==> config.mk <==
export PLATFORM = sky130hd
export DESIGN_NAME = css128_seq
export DESIGN_NICKNAME = d
export VERILOG_FILES = /design/src/rtl/css128_seq.sv
export SDC_FILE = /design/constraint.sdc
export NUM_CORES = 1
export LEC_CHECK = 0
export BUFFER_PORTS_ARGS = -buffer_cell sky130_fd_sc_hd__buf_4
export CAP_MARGIN = 20
export CORE_UTILIZATION = 45
export CTS_CLUSTER_DIAMETER = 120
export DETAILED_ROUTE_END_ITERATION = 12
export GPL_ROUTABILITY_DRIVEN = 0
export PLACE_DENSITY_LB_ADDON = 0.1
export REMOVE_ABC_BUFFERS = 1
export SLEW_MARGIN = 25
export SYNTH_ARGS = -nofsm -noshare
export SYNTH_HDL_FRONTEND = slang
export SYNTH_SLANG_ARGS = --single-unit
==> constraint.sdc <==
create_clock -name clk -period 22.6 [get_ports clk]
set_input_delay 4.52 -clock clk [delete_from_list [all_inputs] [get_ports clk]]
set_output_delay 4.52 -clock clk [all_outputs]
set_load 0.05 [all_outputs]
==> src/rtl/css128_seq.sv <==
// css128_seq: sequential N-bit subtractor (d = a - b - bin), one W-bit carry-select slice per cycle.
// Define CSS128_OVF_EN to add the signed-overflow output ovf.
module css128_seq #(
    parameter int unsigned N = 128,
    parameter int unsigned W = 32
) (
    input  logic         clk,
    input  logic         rst,
    input  logic         in_valid,
    output logic         in_ready,
    input  logic [N-1:0] a,
    input  logic [N-1:0] b,
    input  logic         bin,
    output logic [N-1:0] d,
    output logic         bout,
`ifdef CSS128_OVF_EN
    output logic         ovf,
`endif
    output logic         out_valid,
    input  logic         out_ready
);
    localparam int unsigned NS     = N / W;
    localparam int unsigned GROUPS = W / 4;
    localparam int unsigned CW     = (NS > 1) ? $clog2(NS) : 1;
    localparam logic [CW-1:0] LAST = CW'(NS - 1);

    typedef enum logic [1:0] {IDLE, RUN, DONE} state_t;

    state_t        state;
    logic [N-1:0]  a_r;
    logic [N-1:0]  b_r;
    logic [CW-1:0] cnt;
    logic          carry_r;
    int unsigned   base;
    logic [W-1:0]  slice_sum;
    logic          slice_cout;

    assign base = W * 32'(cnt);

    // Current slice: a + ~b + carry as a ripple of 4-bit carry-select groups.
    always_comb begin
        logic [W-1:0] sa;
        logic [W-1:0] sb;
        logic [4:0]   s0;
        logic [4:0]   s1;
        logic         c;
        sa        = a_r[base +: W];
        sb        = ~b_r[base +: W];
        c         = carry_r;
        s0        = '0;
        s1        = '0;
        slice_sum = '0;
        for (int g = 0; g < int'(GROUPS); g++) begin
            s0 = {1'b0, sa[4*g +: 4]} + {1'b0, sb[4*g +: 4]};
            s1 = s0 + 5'd1;
            slice_sum[4*g +: 4] = c ? s1[3:0] : s0[3:0];
            c = c ? s1[4] : s0[4];
        end
        slice_cout = c;
    end

    // Control FSM and all registered outputs.
    always_ff @(posedge clk or posedge rst) begin
        if (rst) begin
            state     <= IDLE;
            in_ready  <= 1'b1;
            out_valid <= 1'b0;
            d         <= '0;
            bout      <= 1'b0;
`ifdef CSS128_OVF_EN
            ovf       <= 1'b0;
`endif
            cnt       <= '0;
            carry_r   <= 1'b0;
            a_r       <= '0;
            b_r       <= '0;
        end else begin
            case (state)
                IDLE: begin
                    if (in_valid && in_ready) begin
                        a_r      <= a;
                        b_r      <= b;
                        carry_r  <= ~bin;
                        cnt      <= '0;
                        d        <= '0;
                        in_ready <= 1'b0;
                        state    <= RUN;
                    end
                end
                RUN: begin
                    d[base +: W] <= slice_sum;
                    carry_r      <= slice_cout;
                    if (cnt == LAST) begin
                        bout      <= ~slice_cout;
`ifdef CSS128_OVF_EN
                        ovf       <= (a_r[N-1] != b_r[N-1]) && (slice_sum[W-1] != a_r[N-1]);
`endif
                        out_valid <= 1'b1;
                        state     <= DONE;
                    end else begin
                        cnt <= cnt + CW'(1);
                    end
                end
                DONE: begin
                    if (out_valid && out_ready) begin
                        out_valid <= 1'b0;
                        in_ready  <= 1'b1;
                        state     <= IDLE;
                    end
                end
                default: begin
                    state <= IDLE;
                end
            endcase
        end
    end

endmodule

==> impl_metrics.py <==
metrics = {
    "run_status": {
        "status": "finished clean",
    },
    "sta": {
        "setup_viol": 0,
        "slew_viol_final": 0,
        "tns_ns": 0,
        "whs_ns": 0.468,
        "finalHoldViolations": 0,
        "period_share_pct": 30.4,
        "rsz0062_at_grt": "no",
        "skew_ns": 0.0113,
        "tightestPinTransition_ns": 1.04,
        "setup_ws_ns": 15.74,
        "max_freq_mhz": 146,
        "layout_min_cycle_time_ns": 6.86,
        "relSlewSlack_pct": 30.7,
    },
    "yosys": {
        "netlist_area_sq_mm": 0.0180,
        "synth-seq-cells": 392,
        "synthArstFlopShare_pct": 100,
        "netlist_instances": 1856,
        "yosysTopAreaCellShare_pct": 54.2,
        "synth_edf_count": 0,
        "synth.avg_cell_area_sq_um": 9.72,
        "ys_seq_area_share_pct": 54.4,
        "yosys_warnings": 0,
        "synth_ff_type": "dfrtp_1",
        "yosys.area.top_type": "dfrtp_1",
        "synth.distinct_cells": 51,
        "synthTopCellsByArea": "dfrtp_1 (54%), nand2_1 (18%), mux4_2 (8.0%)",
    },
    "critical_path": {
        "cp-start-kind": "flip-flop",
        "cpMaxStageDelayCell": "dfrtp_4",
        "crit_path_frequent_cell": "mux2i_1",
        "reg2reg_slack_ns": 15.74,
        "critPathArrivalTime_ns": 7.30,
        "crit_family": "multiplexers",
        "critical_path_class": "flip-flop to flip-flop",
        "cp_max_fo": 41,
        "path_buf_inv": 3,
        "path_cells": "mux4_2 -> inv_1 -> ha_1 -> inv_1 -> fa_1 -> inv_1 -> ha_1 -> nand2_1 -> a2111oi_0 -> and3b_1 -> a211oi_2 -> mux2i_1 -> mux2i_1 -> mux2i_1 -> mux2i_1 -> mux2i_1 -> xnor2_2 -> a31oi_1 -> o31a_1",
        "crit_path_max_incr_delay_ns": 0.90,
        "cp-end-kind": "flip-flop",
        "crit_required_ns": 23.04,
    },
    "route": {
        "ant_nets": 0,
        "drc": 0,
        "drt_first_iter_violations": 870,
        "wl_per_cell_um": 18.5,
        "drt-total-wl_um": 51100,
        "vias": 14061,
        "dr.pass1.iters": 5,
        "viasPerCell": 5.09,
    },
    "power_and_ir_drop": {
        "p_total_uw": 1440,
        "power_density_mw_per_mm2": 62.8,
        "ir_worst_vdd_uv": 43.9,
        "power_leakage_uw": 0.0122,
    },
    "clocking": {
        "holdBufCountCts": 0,
        "numCtsBuffers": 42,
        "cts_tree": "done",
        "cts_resized": 0,
        "cts_setup_buffers": 0,
        "root_buffer": "clkbuf_16",
        "cts.sinks": 392,
        "clock_latency_ns": 0.56,
        "clk_pin_slew_ns": 0.06,
        "htreeDepth": 2,
        "clock_path_buffers": 3,
    },
    "cells_and_area": {
        "finish.net_count": 2526,
        "fillers": 3460,
        "num_antenna_cells": 0,
        "instances_no_fill": 2763,
        "area_delta_synth_final_pct": 27.1,
        "regArea_sq_mm": 0.00982,
        "drive_gt1_share_pct": 24.7,
        "multi_input_area_sq_mm": 0.00765,
    },
    "run": {
        "max_cap_viol_count": 0,
    },
    "floorplanning": {
        "initial_core_util_pct": 46.2,
        "core_sq_mm": 0.0391,
        "die_w_um": 202,
        "boundaryPins": 392,
        "fp.dieH_um": 202,
        "die-area_sq_mm": 0.0409,
        "num_rows": 72,
    },
    "placed_design": {
        "place_inst": 2685,
        "numPortBuffers": 391,
        "place_ws_ns": 15.44,
        "dp_hpwl_um": 35700,
    },
    "grt": {
        "grt_pass1_wl_um": 80900,
        "grt_use_total_pct": 25.5,
        "grt-ovfl-total": 0,
        "antenna_found_initial": 0,
        "grt_pass1_vias": 14651,
        "grt_max_degree": 168,
    },
    "worst_hold_path": {
        "hold_path.class": "flip-flop to flip-flop",
    },
}
Yosys cell counts, types with 2 or more instances:
library cell,count
nand3b_1,2
nand4_1,5
mux4_2,64
xor2_2,2
clkbuf_1,85
or3_1,2
dfrtp_1,391
nor2b_1,6
and3_1,4
o21ai_0,74
a211oi_2,2
a21oi_1,21
xor2_1,20
fa_1,8
nand3_1,12
nor2_1,29
mux2i_1,10
nor4_1,4
nor3_1,5
ha_1,44
buf_1,11
nand2b_1,8
a22oi_1,4
a22o_1,61
inv_1,70
a32oi_1,4
nand2_1,855
xnor2_1,22
a21o_1,9
layout make-up:
| type | instances | area share, % |
|---|---|---|
| clock buffers | 71 | 5.77 |
| clock inverters | 5 | 0.218 |
| inverters | 70 | 1.18 |
| multi-input cells | 1297 | 33.4 |
| well taps | 518 | 2.83 |
| flip-flops and latches | 392 | 42.8 |
| repair buffers | 410 | 13.8 |
worst paths after layout:
kind	startpoint	to	cells after the start
worst max-delay path	cnt[1]	bout	19
worst min-delay path	b_r[73]	b_r[73]	2
worst max register to register	cnt[1]	bout	19
worst min register to register	b_r[73]	b_r[73]	2
max in group asynchronous	rst	cnt[1]	4
min in group asynchronous	rst	b_r[47]	2
report_power, final:
part           switching [uW]  internal (uW)
combinational            21.7           29.6
sequential                  0            702
clock                     278            408
worst min-delay path, cell delays in order, from the launching register on:
cell	delay, ns
dfrtp_1	0.33
nand2_1	0.05
nand2_1	0.05
cells by family after synthesis:
logic type               share of synthesized area (%)
XOR/XNOR                                          2.31
multiplexers                                      8.63
adder cells (fa/ha/maj)                           3.94
flip-flops                                        54.4
AO/OA/AOI/OAI                                     6.77
AND/OR/NAND/NOR                                   20.5
buffers and inverters                             3.52
placed cells by master (no fill, tap or decap), types with 12 or more instances in the layout:
master / instances
ha_1: 44
dfrtp_1: 389
a22o_1: 61
clkbuf_16: 45
nand2_1: 855
inv_1: 69
xor2_1: 20
mux4_2: 64
clkbuf_1: 16
nor2_1: 29
xnor2_1: 22
o21ai_0: 74
a21oi_1: 17
buf_4: 405
nand3_1: 12
sequential cells by signal (all words and copies together), names as in the netlist:
name / cells
a_r: 128
b_r: 128
bout: 1
carry_r: 1
cnt: 2
d: 128
in_ready: 1
out_valid: 1
state: 2
stage by stage:
step | instance area, sq um | util [%]
finish | 22900 | 58.7
detailed placement | 21500 | 55.0
CTS | 22900 | 58.5
global route | 22900 | 58.7
global placement | 21500 | 54.9
floorplan | 17700 | -
layer usage:
metal	part of all wire, %	global-route usage [%]
met3	5.7	5.10
met5	0	0
met1	44	34.5
met4	3.7	10.0
met2	47	40.3
Note: power is estimated with default switching activity, not from simulation.
